$ cat config.mk
export PLATFORM = sky130hd
export DESIGN_NAME = wb_write_arbiter
export DESIGN_NICKNAME = d
export VERILOG_FILES = /design/src/rtl/wb_arb_pkg.sv /design/src/rtl/wb_ld_fifo.sv /design/src/rtl/wb_write_arbiter.sv
export SDC_FILE = /design/constraint.sdc
export NUM_CORES = 1
export LEC_CHECK = 0
export CAP_MARGIN = 10
export CORE_AREA = 3 3 106 149
export CTS_BUF_LIST = sky130_fd_sc_hd__clkbuf_2 sky130_fd_sc_hd__clkbuf_4 sky130_fd_sc_hd__clkbuf_8
export CTS_CLUSTER_DIAMETER = 60
export DETAILED_ROUTE_END_ITERATION = 10
export DIE_AREA = 0 0 109 152
export MAX_ROUTING_LAYER = met4
export PLACE_DENSITY = 0.62
export SYNTH_ARGS = -nofsm -noshare
export SYNTH_HDL_FRONTEND = slang
export SYNTH_HIERARCHICAL = 1
export SYNTH_SLANG_ARGS = --single-unit
$ cat constraint.sdc
create_clock -name clk -period 8.79 [get_ports clk]
set_input_delay 1.758 -clock clk [delete_from_list [all_inputs] [get_ports clk]]
set_output_delay 1.758 -clock clk [all_outputs]
set_load 0.02 [all_outputs]
$ cat src/rtl/wb_arb_pkg.sv
// wb_arb_pkg: grant encoding and default widths shared by the writeback arbiter.
package wb_arb_pkg;
   typedef enum logic [1:0] {
      IDLE      = 2'b00,
      GRANT_ALU = 2'b01,
      DRAIN_LD  = 2'b10
   } grant_t;
   localparam int WB_DATA_WIDTH     = 32;
   localparam int WB_REG_ADDR_WIDTH = 5;
endpackage

$ cat src/rtl/wb_ld_fifo.sv
// wb_ld_fifo: in-order load-return buffer of {rd, data}.
// Exposes every stored rd plus its valid bit so the arbiter can detect WAW hazards.
module wb_ld_fifo import wb_arb_pkg::*; #(
   parameter int DW    = WB_DATA_WIDTH,
   parameter int AW    = WB_REG_ADDR_WIDTH,
   parameter int DEPTH = 2
) (
   input  logic                         clk,
   input  logic                         rst_n,
   input  logic                         push,
   input  logic [AW-1:0]                push_rd,
   input  logic [DW-1:0]                push_data,
   input  logic                         pop,
   output logic [AW-1:0]                head_rd,
   output logic [DW-1:0]                head_data,
   output logic [$clog2(DEPTH):0]       count,
   output logic [DEPTH-1:0][AW-1:0]     entry_rd,
   output logic [DEPTH-1:0]             entry_valid
);
   localparam int PW = $clog2(DEPTH);
   logic [PW-1:0]                wptr, rptr;
   logic [DEPTH-1:0][AW-1:0]     rd_mem;
   logic [DEPTH-1:0][DW-1:0]     data_mem;
   always_ff @(posedge clk or negedge rst_n) begin
      if (!rst_n) begin
         wptr  <= '0;
         rptr  <= '0;
         count <= '0;
      end else begin
         wptr  <= push ? wptr + 1'b1 : wptr;
         rptr  <= pop ? rptr + 1'b1 : rptr;
         count <= count + {{PW{1'b0}}, push} - {{PW{1'b0}}, pop};
      end
   end
   // Payload needs no reset: entry_valid masks stale slots.
   always_ff @(posedge clk) begin
      if (push) begin
         rd_mem[wptr]   <= push_rd;
         data_mem[wptr] <= push_data;
      end
   end
   always_comb begin
      entry_valid = '0;
      for (int i = 0; i < DEPTH; i++)
         entry_valid[i] = {1'b0, PW'(i) - rptr} < count;
   end
   assign entry_rd  = rd_mem;
   assign head_rd   = rd_mem[rptr];
   assign head_data = data_mem[rptr];
endmodule

$ cat src/rtl/wb_write_arbiter.sv
// wb_write_arbiter: shares the register-file write port between the ALU path and buffered load returns.
// Define WB_ARB_STATS_EN to add saturating stall/full-cycle counters.
module wb_write_arbiter import wb_arb_pkg::*; #(
   parameter int DATA_WIDTH     = WB_DATA_WIDTH,
   parameter int REG_ADDR_WIDTH = WB_REG_ADDR_WIDTH,
   parameter int LD_DEPTH       = 2,
   parameter int MAX_WAIT       = 4
) (
   input  logic                      clk,
   input  logic                      rst_n,
   input  logic                      alu_valid,
   input  logic [REG_ADDR_WIDTH-1:0] alu_rd,
   input  logic [DATA_WIDTH-1:0]     alu_data,
   output logic                      alu_stall,
   input  logic                      ld_valid,
   input  logic [REG_ADDR_WIDTH-1:0] ld_rd,
   input  logic [DATA_WIDTH-1:0]     ld_data,
   output logic                      ld_ready,
   output logic                      rf_we,
   output logic [REG_ADDR_WIDTH-1:0] rf_waddr,
   output logic [DATA_WIDTH-1:0]     rf_wdata
`ifdef WB_ARB_STATS_EN
   ,
   output logic [31:0]               alu_stall_cnt,
   output logic [31:0]               ld_full_cnt
`endif
);
   localparam int CW  = $clog2(LD_DEPTH) + 1;
   localparam int AGW = $clog2(MAX_WAIT + 1);
   logic [CW-1:0]                             count;
   logic [REG_ADDR_WIDTH-1:0]                 head_rd;
   logic [DATA_WIDTH-1:0]                     head_data;
   logic [LD_DEPTH-1:0][REG_ADDR_WIDTH-1:0]   entry_rd;
   logic [LD_DEPTH-1:0]                       entry_valid;
   logic [AGW-1:0]                            age;
   logic                                      full, empty, waw, push, pop, alu_wr;
   grant_t                                    grant;
   wb_ld_fifo #(.DW(DATA_WIDTH), .AW(REG_ADDR_WIDTH), .DEPTH(LD_DEPTH)) u_fifo (
      .clk(clk), .rst_n(rst_n), .push(push), .push_rd(ld_rd), .push_data(ld_data),
      .pop(pop), .head_rd(head_rd), .head_data(head_data), .count(count),
      .entry_rd(entry_rd), .entry_valid(entry_valid)
   );
   assign full     = count == CW'(LD_DEPTH);
   assign empty    = count == '0;
   assign ld_ready = !full;
   assign push     = ld_valid && ld_ready && ld_rd != '0;
   // rd 0 is never stored, so an ALU write to x0 can never match here.
   always_comb begin
      waw = 1'b0;
      for (int i = 0; i < LD_DEPTH; i++)
         waw = waw | (entry_valid[i] && entry_rd[i] == alu_rd);
   end
   always_comb begin
      grant = (!empty && (!alu_valid || full || age == AGW'(MAX_WAIT) || waw)) ? DRAIN_LD :
              alu_valid ? GRANT_ALU : IDLE;
   end
   assign pop       = grant == DRAIN_LD;
   assign alu_wr    = grant == GRANT_ALU && alu_rd != '0;
   assign alu_stall = alu_valid && alu_rd != '0 && pop;
   always_ff @(posedge clk or negedge rst_n) begin
      if (!rst_n) begin
         rf_we    <= 1'b0;
         rf_waddr <= '0;
         rf_wdata <= '0;
         age      <= '0;
      end else begin
         rf_we    <= pop || alu_wr;
         rf_waddr <= pop ? head_rd : alu_wr ? alu_rd : rf_waddr;
         rf_wdata <= pop ? head_data : alu_wr ? alu_data : rf_wdata;
         age      <= (pop || empty) ? '0 : age == AGW'(MAX_WAIT) ? age : age + 1'b1;
      end
   end
`ifdef WB_ARB_STATS_EN
   always_ff @(posedge clk or negedge rst_n) begin
      if (!rst_n) begin
         alu_stall_cnt <= '0;
         ld_full_cnt   <= '0;
      end else begin
         alu_stall_cnt <= (alu_stall && ~&alu_stall_cnt) ? alu_stall_cnt + 1'b1 : alu_stall_cnt;
         ld_full_cnt   <= (full && ~&ld_full_cnt) ? ld_full_cnt + 1'b1 : ld_full_cnt;
      end
   end
`endif
endmodule

==> out/summary.json <==
{
  "run_status": {
    "status": "completed"
  },
  "yosys": {
    "syn_area_per_cell_sq_um": 17.1,
    "synth.yosys.seq_area_share_pct": 66.2,
    "synth_largest_area_cell": "sky130_fd_sc_hd__edfxtp_1",
    "leading_cell_types_by_total_area_after_synthesis": "sky130_fd_sc_hd__edfxtp_1 (44%), sky130_fd_sc_hd__dfrtp_1 (22%), sky130_fd_sc_hd__mux2_1 (12%)",
    "yosys_warnings": 6,
    "synth.net_count": 377,
    "post_synth_inst_count": 295,
    "post_synth_num_cell_types": 28,
    "post_synth_instance_area_sq_um": 5060,
    "yosysTopAreaCellShare_pct": 43.9,
    "synth-seq-cells": 119
  },
  "global_route": {
    "grt_pass1_vias": 3236,
    "busiest_layer_in_global_routing": "met2",
    "use_met2_pct": 23.2,
    "use_met3_pct": 3.31,
    "grt_overflow": 0,
    "grt_util_all_layers_pct": 13.6,
    "grt_max_degree": 46,
    "number_of_antenna_violations_at_the_first_check_in_global_routing": 0,
    "grt_first_pass_wirelength_um": 16300,
    "grt_use_met1_pct": 14.5
  },
  "pwr": {
    "total_power_mw": 2.20,
    "power.internal_mw": 1.53,
    "worst_ir_drop_vdd_v": 0.000216,
    "power.leakage_nw": 2.52,
    "sequentialPowerShare_pct": 41.1,
    "power-per-cell-area_nw_per_um2": 323,
    "p_clk_share_pct": 23.1,
    "netSwitchingFraction_pct": 30.6,
    "power_frac_comb_pct": 35.8,
    "power_switching_mw": 0.674
  },
  "setup_path": {
    "critical_path_required_ns": 7.03,
    "critical-path-max-stage-delay_ns": 0.63,
    "critical_path.reg2reg.startpoint": "u_fifo/rptr",
    "worst_r2r_endpoint": "u_fifo/count[1]",
    "cp_max_fo": 40,
    "critical_path_arrival_ns": 4.25,
    "cp-endpoint": "alu_stall",
    "critical_path.cell_chain": "clkdlybuf4s50_1, xnor2_1, nand4_1, o2111ai_1, o21ai_4, buf_4, nor2_1, clkdlybuf4s50_1",
    "setup.reg_to_reg.worst_slack_ns": 5.53,
    "crit_path_top_delay_cell": "sky130_fd_sc_hd__clkdlybuf4s50_1",
    "startpoint_type_of_the_worst_setup_path": "input pin",
    "cp_common_cell": "sky130_fd_sc_hd__clkdlybuf4s50_1",
    "logic_depth_of_the_worst_register_to_register_path": 12,
    "endpoint_kind": "output pin",
    "timing.critical_path.from": "alu_rd[4]",
    "worst-setup-path-type": "in -> out"
  },
  "clock_network": {
    "htree_levels": 4,
    "clk-insertion-delay-late_ns": 0.43,
    "cts.reportedPaths.clkPinSlew_ns": 0.06,
    "root_buf_cell": "sky130_fd_sc_hd__clkbuf_8",
    "hold_buffers": 0,
    "post_cts_setup_buffer_count": 0,
    "cts_sinks": 119,
    "clock_tree.buffer_depth": 2,
    "numCtsBuffers": 17,
    "post_cts.resized_instances": 0,
    "tritoncts": "yes"
  },
  "floorplanning": {
    "rows": 52,
    "design.die.area_sq_um": 16600,
    "die_width_um": 109,
    "design.portCount": 118,
    "die_outline_height_um": 152,
    "initial_utilization_pct": 34.9,
    "core_area_sq_um": 14500
  },
  "timing": {
    "timing.slew.headroom_pct": 23.0,
    "setup_slack_ns": 2.78,
    "setup-violations-final": 0,
    "final.period_utilization_pct": 68.4,
    "maxSlewViolCount": 0,
    "final.setup.tns_ns": 0,
    "worst-slew-pin-transition_ns": 1.15,
    "min_period_ns": 6.01,
    "fmax_ghz": 0.166,
    "rsz0062_at_grt": "false",
    "clock-skew-final_ns": 0.0107,
    "hold_viol": 0
  },
  "cells_and_area": {
    "diodes": 0,
    "areaGrowthSynthToFinish_pct": 34.8,
    "util_after_layout_pct": 47.0,
    "layout.cell_area.non_filler_sq_um": 6820,
    "finish.net_count": 504,
    "share_of_final_layout_standard_cells_stronger_than_drive_strength_1_pct": 22.1
  },
  "placed_design": {
    "port_buffers": 117,
    "dp_worst_setup_slack_ns": 2.77,
    "finalWeightedCongestion": 0.770,
    "placed_cell_area_sq_um": 6400,
    "detailedPlacementHpwl_um": 6780
  },
  "route": {
    "detail_route.vias_per_cell": 4.64,
    "detail_route.first_pass.iterations": 4,
    "num_vias": 2897,
    "drt-wirelength-per-cell_um": 16.3,
    "route.antenna.remaining_nets": 0,
    "route.detailed.drc": 0,
    "drt-total-wl_um": 10200,
    "drt_iter0_markers": 117
  },
  "hold_path": {
    "hold_class": "reg -> reg"
  },
  "run": {
    "drv.max_cap_violation_count": 0
  }
}
## synth_stat cells (all sizes together)
master,number
xor2,6
a21o,2
nand4,1
o31ai,1
buf,11
and2,1
o2111ai,1
or3,1
xnor2,9
dfrtp,45
inv,7
nand2,4
a21oi,1
a22o,5
and3,1
edfxtp,74
or2,2
o21ai,3
clkbuf,1
mux2,106
nor3,1
nor2,6
ha,4
nor4,1
nand2b,1
## flip-flops by register name, indices dropped and copies added (netlist names)
register         cells
u_fifo/wptr          1
u_fifo/entry_rd     10
rf_wdata            32
u_fifo/rptr          1
u_fifo/count         2
rf_we                1
u_fifo/data_mem     64
age                  3
rf_waddr             5
## cells in the final DEF (no fill, tap or decap), types with 4 or more instances in the layout
| cell type | Yosys | final |
|---|---|---|
| sky130_fd_sc_hd__clkbuf_8 | 0 | 19 |
| sky130_fd_sc_hd__inv_1 | 7 | 7 |
| sky130_fd_sc_hd__xor2_1 | 6 | 6 |
| sky130_fd_sc_hd__nand2_1 | 4 | 4 |
| sky130_fd_sc_hd__a22o_1 | 5 | 5 |
| sky130_fd_sc_hd__clkdlybuf4s50_1 | 0 | 116 |
| sky130_fd_sc_hd__mux2_2 | 52 | 52 |
| sky130_fd_sc_hd__ha_1 | 4 | 4 |
| sky130_fd_sc_hd__xnor2_1 | 9 | 9 |
| sky130_fd_sc_hd__nor2_1 | 6 | 5 |
| sky130_fd_sc_hd__clkinv_2 | 0 | 5 |
| sky130_fd_sc_hd__dfrtp_1 | 45 | 44 |
| sky130_fd_sc_hd__clkbuf_4 | 0 | 4 |
| sky130_fd_sc_hd__mux2_1 | 54 | 54 |
| sky130_fd_sc_hd__edfxtp_1 | 74 | 74 |
## layer usage
| metal | vias to the layer above | wire length (um) |
|---|---|---|
| met4 | 0 | 210 |
| li1 | 1351 | - |
| met2 | 81 | 5540 |
| met5 | - | 0 |
| met1 | 1451 | 3950 |
| met3 | 14 | 489 |
## how the worst min path moves through the flow
stage | start | end | depth (start not counted) | slack [ns]
2_1_floorplan | age[0] | age[0] | 1 | 0.43
3_3_place_gp | age[0] | age[0] | 1 | 0.44
3_5_place_dp | age[0] | age[0] | 1 | 0.46
4_1_cts | age[0] | age[0] | 1 | 0.48
5_1_grt | age[0] | age[0] | 1 | 0.50
6_report | age[0] | age[0] | 1 | 0.47
## power by group through the flow
stage	registers, mW	clock network, mW	logic (mW)
6_report	0.904	0.509	0.788
5_1_grt	0.930	0.554	0.853
4_1_cts	0.911	0.526	0.806
3_5_place_dp	0.922	0	0.801
3_3_place_gp	0.916	0	0.789
2_1_floorplan	0.982	0	0.413
## worst max-delay path, delay by kind of cell
family / cells / cell delay (ns)
simple gates: 2 / 0.31
buf+inv: 3 / 1.55
xor+xnor: 1 / 0.17
compound gates: 2 / 0.45
## through the flow
| stage | instances | hold slack [ns] |
|---|---|---|
| finish | 624 | 0.467 |
| CTS | 624 | 0.477 |
| global route | 624 | 0.505 |
| floorplan | 295 | 0.428 |
| global placement | 592 | 0.442 |
| detailed placement | 592 | 0.465 |
## cell families after synthesis
group / after synthesis / synth area share [%]
multiplexers: 106 / 23.6
AND/OR/NAND/NOR: 19 / 1.93
flip-flops: 119 / 66.2
AO/OA/AOI/OAI: 13 / 2.15
XOR/XNOR: 15 / 2.60
adder cells (fa/ha/maj): 4 / 0.989
buffers and inverters: 19 / 2.55
## final cells by class
type | count | area, sq um
tap | 189 | 236
fill | 1301 | 7690
inverter | 7 | 26.3
sequential | 119 | 3350
clock buffer | 23 | 292
multi-input combinational | 157 | 1600
timing repair buffer | 120 | 1190
clock inverter | 9 | 124
No activity file was read; power rests on OpenSTA's default activity.
